**config.mk**
```make
export PLATFORM = sky130hd
export DESIGN_NAME = fifo_read_ctrl
export DESIGN_NICKNAME = d
export VERILOG_FILES = /design/src/rtl/fifo_read_ctrl.sv
export SDC_FILE = /design/constraint.sdc
export NUM_CORES = 1
export LEC_CHECK = 0
export ABC_AREA = 1
export ABC_CLOCK_PERIOD_IN_PS = 3800
export CELL_PAD_IN_SITES_DETAIL_PLACEMENT = 0
export CELL_PAD_IN_SITES_GLOBAL_PLACEMENT = 2
export CORE_MARGIN = 2
export CORE_UTILIZATION = 29
export DETAILED_ROUTE_END_ITERATION = 8
export PLACE_DENSITY_LB_ADDON = 0.2
export SETUP_SLACK_MARGIN = 0.05
export SLEW_MARGIN = 20
export SYNTH_ARGS = -nofsm -noshare
export SYNTH_HDL_FRONTEND = slang
export SYNTH_SLANG_ARGS = --single-unit
export TNS_END_PERCENT = 20
```
**constraint.sdc**
```tcl
create_clock -name clk -period 3.8 [get_ports clk]
set_input_delay 0.38 -clock clk [delete_from_list [all_inputs] [get_ports clk]]
set_output_delay 0.38 -clock clk [all_outputs]
set_load 0.005 [all_outputs]
```
**src/rtl/fifo_read_ctrl.sv**
```systemverilog
`default_nettype none
// ============================================================================
//  Module      : fifo_read_ctrl
//  Description : Read-side pointer/flag controller of a dual-clock async FIFO.
//  Revision    : 1.0 - initial release
// ============================================================================
module fifo_read_ctrl #(
    parameter int ADDR_W   = 3,
    parameter int AE_LEVEL = 1
) (
    input  logic              clk,
    input  logic              rst,
    input  logic              inc,
    input  logic [ADDR_W:0]   sync_wptr,
    output logic [ADDR_W-1:0] raddr,
    output logic [ADDR_W:0]   gray_rd_ptr,
    output logic              empty,
    output logic              almost_empty,
    output logic [ADDR_W:0]   rd_count,
    output logic              underflow
);

    localparam logic [ADDR_W:0] c_AE_LEVEL = AE_LEVEL[ADDR_W:0];
    localparam logic [ADDR_W:0] c_ZERO     = '0;

    function automatic logic [ADDR_W:0] gray2bin(input logic [ADDR_W:0] g);
        logic [ADDR_W:0] b;
        b[ADDR_W] = g[ADDR_W];
        for (int i = ADDR_W - 1; i >= 0; i--) begin
            b[i] = b[i+1] ^ g[i];
        end
        return b;
    endfunction

    logic [ADDR_W:0] r_rptr;
    logic [ADDR_W:0] r_gray;
    logic            r_empty;
    logic            r_almost_empty;
    logic [ADDR_W:0] r_count;
    logic            r_underflow;

    logic            w_rd_fire;
    logic [ADDR_W:0] w_rptr_next;
    logic [ADDR_W:0] w_gray_next;
    logic [ADDR_W:0] w_wbin;
    logic [ADDR_W:0] w_count_next;

    always_comb begin
        w_rd_fire    = inc & ~r_empty;
        w_rptr_next  = r_rptr + {c_ZERO[ADDR_W:1], w_rd_fire};
        w_gray_next  = w_rptr_next ^ (w_rptr_next >> 1);
        w_wbin       = gray2bin(sync_wptr);
        // Sync lag means w_wbin can only be stale-low, so this never over-reports.
        w_count_next = w_wbin - w_rptr_next;
    end

    always_ff @(posedge clk or negedge rst) begin
        if (!rst) begin
            r_rptr         <= '0;
            r_gray         <= '0;
            r_empty        <= 1'b1;
            r_almost_empty <= 1'b1;
            r_count        <= '0;
            r_underflow    <= 1'b0;
        end else begin
            r_rptr         <= w_rptr_next;
            r_gray         <= w_gray_next;
            r_empty        <= (w_gray_next == sync_wptr);
            r_almost_empty <= (w_count_next <= c_AE_LEVEL);
            r_count        <= w_count_next;
            if (inc && r_empty) begin
                r_underflow <= 1'b1;
            end
        end
    end

    assign raddr        = r_rptr[ADDR_W-1:0];
    assign gray_rd_ptr  = r_gray;
    assign empty        = r_empty;
    assign almost_empty = r_almost_empty;
    assign rd_count     = r_count;
    assign underflow    = r_underflow;

endmodule
`default_nettype wire

```
## After elaboration in Yosys (flattened, before gate mapping)

Cells that the tools add are included.

- Register bits: 15
- Bits of input ports: 7
- Output and inout bits: 14
- Word-level logic and storage cells: 17

- Add/subtract/negate cells: 2
- $lt $le $gt $ge: 1
- Eq/ne operators: 1
- Bitwise gates (word level): 6
- Reductions and logical operators: 1

Operator list:

| cell | number |
|---|---|
| $add 4x1->4 | 1 |
| $eq 4x4->1 | 1 |
| $le 4x1->1 const B | 1 |
| $sub 4x4->4 | 1 |
| $xor 4x3->4 | 1 |
| $xor 1x1->1 | 3 |
| $and 1x1->1 | 1 |
| $logic_and 1x1->1 | 1 |
| $not 1->1 | 1 |

## Depth between registers and ports, before layout

Gate-level depths: netlist (run 1).

- Depth after elaboration: 5
- Gate-level depth with buffers: 16

## Least setup slack after synthesis (run 1)

Ideal clock, no wire load.

- Path kind: reg2reg
- From: register r_empty, in the netlist empty
- To: register r_almost_empty, in the netlist almost_empty
- Setup time: 0.067 ns
- Arrival time: 2.078 ns
- Slack: 1.655 ns
- Cell stages (with the launch flop): 15
- Cell sequence: dfstp_2 nor2_1 ha_1 ha_1 inv_2 nand3_2 nand2_1 inv_1 ha_1 inv_1 nand2_2 nand2_2 nand2_2 or2_0 nor2_1

- Cells in the longest elaborated chain, start to end: 5

RTL lines:

| what | line | text |
|---|---|---|
| start, declared | 37 | `logic r_empty;` |
| start signal, assigned | 68 | `r_empty <= (w_gray_next == sync_wptr);` |
| $not 1->1 | 49 | `w_rd_fire = inc & ~r_empty;` |
| $and 1x1->1 | 49 |  |
| $add 4x1->4 | 50 | `w_rptr_next = r_rptr + {c_ZERO[ADDR_W:1], w_rd_fire};` |
| net w_rptr_next[1] | 43 | `logic [ADDR_W:0] w_rptr_next;` |
| $sub 4x4->4 | 54 | `w_count_next = w_wbin - w_rptr_next;` |
| net w_count_next[2] | 46 | `logic [ADDR_W:0] w_count_next;` |
| $le 4x1->1 | 69 | `r_almost_empty <= (w_count_next <= c_AE_LEVEL);` |
| end signal, assigned | 69 |  |
| end, declared | 38 | `logic r_almost_empty;` |

The timed path passes the listed nets, and every way through them passes these cells.
A chain may end at the register's enable or synchronous reset.

## Worst setup path in the final report (run 1)

- From: input inc
- To: register r_almost_empty, in the netlist almost_empty

- Cells in the longest elaborated chain, start to end: 4

RTL lines:

| what | line | text |
|---|---|---|
| start, declared | 13 | `input logic inc,` |
| $and 1x1->1 | 49 |  |
| $add 4x1->4 | 50 |  |
| net w_rptr_next[1] | 43 |  |
| $sub 4x4->4 | 54 |  |
| net w_count_next[2] | 46 |  |
| $le 4x1->1 | 69 |  |

The timed path passes the listed nets, and every way through them passes these cells.

==> results of run 1 <==
==> critical path, stage by stage <==
cell	delay [ps]
clkdlybuf4s50_1	480
inv_1	40
nor2_1	80
ha_1	170
ha_1	330
inv_2	90
nand3_2	120
nand2_1	90
inv_1	40
ha_1	180
inv_1	80
nand2_2	60
nand2_2	50
nand2_2	40
or2_0	190
nor2_1	100
==> Yosys cell counts (all sizes together) <==
cell / count
dfrtp: 12
xor2: 5
ha: 5
or2: 2
inv: 14
xnor2: 1
nand2: 21
xnor3: 1
dfstp: 2
nor2: 6
nand3: 9
a21o: 1
==> layout make-up <==
class	count	area share
well taps	30	0.0364
flip-flops and latches	14	0.342
multi-input cells	51	0.341
repair buffers	20	0.194
inverters	14	0.0510
clock buffers	4	0.0352
==> metal layers <==
layer  wire (µm)  track usage  vias up
met5           0            0        -
met2         573        0.155       15
met3          65      0.00806        2
met1         603        0.127      237
met4          26       0.0732        0
li1            -            -      290
==> power breakdown <==
part	switching, µW	internal (µW)	leakage [µW]
sequential	28.2	227	0.000162
combinational	243	269	0.000328
clock	41.6	58.2	0.0000210
==> cells by family (layout without fill, tap and decap cells) <==
family | Yosys count | count (layout)
xor+xnor | 7 | 7
simple gates | 38 | 38
compound gates | 1 | 1
flops | 14 | 14
buf+inv | 14 | 38
fa+ha+maj | 5 | 5
==> sequential cells by signal (all words and copies together) (netlist names) <==
register and count:
gray_rd_ptr 4, rd_count 4, r_rptr 3, almost_empty 1, empty 1, underflow 1
==> per-stage QoR <==
step / total power, µW / setup WS [ps] / util
after floorplan: 579 / 1660 / -
after global placement: 781 / 1200 / 0.402
after detailed placement: 782 / 1160 / 0.402
after CTS: 887 / 1440 / 0.416
after global routing: 965 / 1230 / 0.416
final: 867 / 1470 / 0.416
==> worst max-delay path by stage <==
stage	startpoint	end	slack [ps]
6_report	inc	almost_empty	1470
5_1_grt	inc	almost_empty	1230
4_1_cts	inc	almost_empty	1440
3_5_place_dp	inc	almost_empty	1160
3_3_place_gp	inc	almost_empty	1200
2_1_floorplan	empty	almost_empty	1660
==> flow_metrics.env, run 1 <==
export IMPL_syn2layout_area_growth_pct=36.2
export IMPL_synthDistinctLibCells=18
export IMPL_drive_gt1_frac=0.214
export IMPL_dp_hpwl_um=1080
export IMPL_crit_arrival_ps=2530
export IMPL_critical_path_class="input pin to register"
export IMPL_synth_area_leaders="dfrtp_1, ha_1, dfstp_2, nand2_1, inv_1"
export IMPL_numCtsBuffers=3
export IMPL_regArea_um2=353
export IMPL_whs_path_depth=1
export IMPL_power_density_mw_per_mm2=841
export IMPL_drc=0
export IMPL_yosys_warnings=0
export IMPL_cts_sinks=14
export IMPL_clk_latency_ps=270
export IMPL_layout_nets=116
export IMPL_grt_pass1_wl_um=2080
export IMPL_p_leak_uw=0.000511
export IMPL_holdPathEnd="underflow"
export IMPL_clk_transition_reported_paths_ps=70
export IMPL_syn_avg_cell_area_um2=9.58
export IMPL_io_pins=21
export IMPL_num_rows=18
export IMPL_routabilityCongestion=0.680
export IMPL_fillCellCount=266
export IMPL_fp_dieH_um=55.1
export IMPL_avgViaCountPerCell=4.09
export IMPL_netlist_area_um2=757
export IMPL_synthMuxAreaShare=0
export IMPL_peakVddDrop_uv=349
export IMPL_max_slew_margin=0.608
export IMPL_grtUsageTotal=0.0988
export IMPL_first_global_vias=517
export IMPL_ys_seq_elements=14
export IMPL_worstHoldPathType="register to register"
export IMPL_synthesis_nets=91
export IMPL_required_ps=4010
export IMPL_layout_common_cells="clkdlybuf4s50_1, nand2_1, dfrtp_1, inv_1"
export IMPL_final_antenna_net_count=0
export IMPL_layout_commonest_cell="clkdlybuf4s50_1"
export IMPL_fp_dieArea_mm2=0.00303
export IMPL_layout_cells_non_filler=133
export IMPL_drt_initial_drc_count=4
export IMPL_finalHoldViolCount=0
export IMPL_num_vias=544
export IMPL_antennaDiodeCount=0
export IMPL_min_period_over_period=0.612
export IMPL_tns_ps=0
export IMPL_timing_fmax_mhz=430
export IMPL_synthXorXnorAreaFrac=0.109
export IMPL_drv_cap=0
export IMPL_syn_instance_count=79
export IMPL_multiInputGateArea_um2=352
export IMPL_slew_violations=0
export IMPL_r2r_slack_ps=1520
export IMPL_avgRoutedWirePerCell_um=9.53
export IMPL_fin_crit_ps=2330
export IMPL_worst_pin_slew_ps=587
export IMPL_placed_cell_area_um2=995
export IMPL_post_synth_fa_ha_maj_area_fraction=0.0826
export IMPL_setup_viol=0
export IMPL_cts_resized=0
export IMPL_synth_top_family_by_area="simple AND/OR/NAND/NOR gates"
export IMPL_reg2reg_to="almost_empty"
export IMPL_post_cts_buffers=0
export IMPL_synth_simple_area_share=0.263
export IMPL_rsz0062_at_grt="false"
export IMPL_cts_root_buf="clkbuf_4"
export IMPL_synth_top_area_share=0.397
export IMPL_final_cell_area_mm2=0.00103
export IMPL_firstDrtPassIters=5
export IMPL_status="finished clean"
export IMPL_synth_largest_area_cell="dfrtp_1"
export IMPL_die_w_um=55.1
export IMPL_skew_ps=4.44
export IMPL_hold_worst_slack_ps=458
export IMPL_wirelength_um=1270
export IMPL_regToRegStartpoint="empty"
export IMPL_grt_overflow=0
export IMPL_ys_seq_area_frac=0.466
export IMPL_postCtsHoldBufs=0
export IMPL_reg2reg_depth=14
export IMPL_hold_start="underflow"
export IMPL_start_util=0.306
export IMPL_numPortBuffers=20
export IMPL_cts_tree="built"
export IMPL_core_area_mm2=0.00248
export IMPL_antenna_found_initial=0
export IMPL_cts_max_path_buffers=2
export IMPL_grt_max_degree=15
export IMPL_crit_path_max_fanout=5
export IMPL_htree_levels=1
export IMPL_cp_end_kind="register"
export IMPL_place_inst=129
export IMPL_synth_compound_area_share=0.00992
export IMPL_critPathLaunchType="input pin"
No activity file was read; power rests on OpenSTA's default activity.
==> run 2: changes to the inputs <==
- ABC_CLOCK_PERIOD_IN_PS: 3800 -> 1890
- CORE_UTILIZATION: 29 -> 25
- clock period: 3.8 -> 1.89 ns (I/O delays scaled with it)
==> run 2 against run 1 <==
- the flow now finishes with violations (negative setup slack)
- clock-buffer cell count is the same
- sequential power is 110% higher
- critical path depth decreased by 2
- total power rose to 2.6 times the previous value
- core utilization is 3.8 points higher
- critical endpoint unchanged
- highest routed layer unchanged
- largest power group unchanged
==> flow_metrics.env, run 2 (synthesis gave the netlist of run 1 again) <==
export IMPL_status="finished, violations left"
export IMPL_violations="negative setup slack"
export IMPL_avgViaCountPerCell=4.14
export IMPL_cp_end_kind="register"
export IMPL_clk_latency_ps=280
export IMPL_placed_cell_area_mm2=0.00116
export IMPL_drc=0
export IMPL_r2r_slack_ps=-50
export IMPL_fp_dieH_um=59.0
export IMPL_critPathLaunchType="register"
export IMPL_fin_ws_ps=-52.4
export IMPL_fin_util=0.455
export IMPL_met2_usage=0.157
export IMPL_cts_max_path_buffers=2
export IMPL_final_cell_area_mm2=0.00127
export IMPL_clk_transition_reported_paths_ps=80
export IMPL_first_global_vias=594
export IMPL_layout_common_cells="clkdlybuf4s50_1, buf_4, dfrtp_1, nand2_2, nand2_1"
export IMPL_worst_pin_slew_ps=597
export IMPL_grtUsageTotal=0.105
export IMPL_num_rows=19
export IMPL_cts_root_buf="clkbuf_4"
export IMPL_final_antenna_net_count=0
export IMPL_routabilityCongestion=0.766
export IMPL_numPortBuffers=20
export IMPL_firstDrtPassIters=4
export IMPL_slew_violations=0
export IMPL_peakVddDrop_uv=620
export IMPL_cts_tree="built"
export IMPL_layout_nets=134
export IMPL_rsz0062_at_grt="true"
export IMPL_htree_levels=1
export IMPL_p_leak_uw=0.000600
export IMPL_crit_path_max_fanout=3
export IMPL_fin_crit_ps=1940
export IMPL_max_slew_margin=0.601
export IMPL_min_period_over_period=1.03
export IMPL_numCtsBuffers=3
export IMPL_met1_usage=0.135
export IMPL_avgRoutedWirePerCell_um=10.2
export IMPL_io_pins=21
export IMPL_start_util=0.270
export IMPL_regArea_um2=353
export IMPL_required_ps=2110
export IMPL_drt_initial_drc_count=6
export IMPL_drv_cap=0
export IMPL_power_density_mw_per_mm2=1780
export IMPL_dp_hpwl_um=1330
export IMPL_fp_dieArea_mm2=0.00348
export IMPL_num_vias=629
export IMPL_antennaDiodeCount=0
export IMPL_grt_pass1_wl_um=2600
export IMPL_critical_path_class="register to register"
export IMPL_skew_ps=0.953
export IMPL_antenna_found_initial=0
export IMPL_die_w_um=59.0
export IMPL_drive_gt1_frac=0.521
export IMPL_grt_overflow=0
export IMPL_timing_fmax_mhz=515
export IMPL_syn2layout_area_growth_pct=68.4
export IMPL_setup_viol=2
export IMPL_core_area_mm2=0.00281
export IMPL_wirelength_um=1540
export IMPL_grt_max_degree=15
export IMPL_finalHoldViolCount=0
export IMPL_gr_max_usage_layer="met2"
export IMPL_fillCellCount=285
export IMPL_cts_sinks=14
export IMPL_multiInputGateArea_um2=454
export IMPL_use_met3=0.0131
export IMPL_crit_arrival_ps=2170
export IMPL_layout_commonest_cell="clkdlybuf4s50_1"
export IMPL_postCtsHoldBufs=0
export IMPL_worstHoldPathType="input pin to async pin"
-- run 2: path summary, 6_finish.rpt --
kind	from	end	cells after the start
min reg2reg	underflow	underflow	1
max	empty	almost_empty	14
max reg2reg	empty	almost_empty	14
max in group asynchronous	rst	rd_count[1]	1
min	rst	gray_rd_ptr[1]	1
min in group clk	underflow	underflow	1
-- run 2: routing by layer --
metal,share of wire,vias up
met5,0,-
met4,0.036,0
met3,0.032,5
met2,0.48,16
met1,0.45,283
li1,-,325
-- run 2: repair_timing --
item,CTS,global route
gates cloned,0,0
hold endpoints to repair,0,0
setup buffers,0,1
setup endpoints to repair,3,4
gates resized for setup,2,19
pin swaps,2,16
-- run 2: final cells by class --
class                   count  share of cell area
clock buffers               4              0.0285
inverters                  14              0.0451
multi-input cells          51               0.356
flip-flops and latches     14               0.277
well taps                  31              0.0304
repair buffers             38               0.263
-- run 2: power by group --
group / internal, µW / total [µW] / switching, µW / leakage [µW]
logic: 853 / 1540 / 683 / 0.000418
registers: 456 / 525 / 68.8 / 0.000162
clock network: 117 / 214 / 96.3 / 0.0000210
total: 1430 / 2270 / 848 / 0.000600
-- run 2: worst max-delay path, stage by stage (launching register included) --
cell     delay, ps
dfstp_2        540
nor2_2          40
ha_2           190
ha_4           160
inv_2           40
nand2_2         40
nand2_2         70
inv_2           50
ha_4           280
inv_4           50
nor2_4          90
nand3_2         90
nand3_2         90
nand2_2         60
nor2_2         100
-- run 2: stage by stage --
stage / setup TNS [ps] / hold WS (ps) / std cells / total power [µW] / setup slack (ps)
CTS: -120 / 304 / 151 / 2120 / -87.0
global placement: -1070 / 444 / 147 / 1870 / -351
global route: -347 / 320 / 152 / 2480 / -177
floorplan: -33.0 / -107 / 79 / 1240 / -33.0
detailed placement: -1140 / 444 / 147 / 1890 / -352
finish: -64.3 / 280 / 152 / 2270 / -52.4
==> run 3: changes to the inputs <==
- GPL_TIMING_DRIVEN: unset -> 1
==> results of run 3 <==
The final DEF is identical to that of run 2; final timing and power are the same.
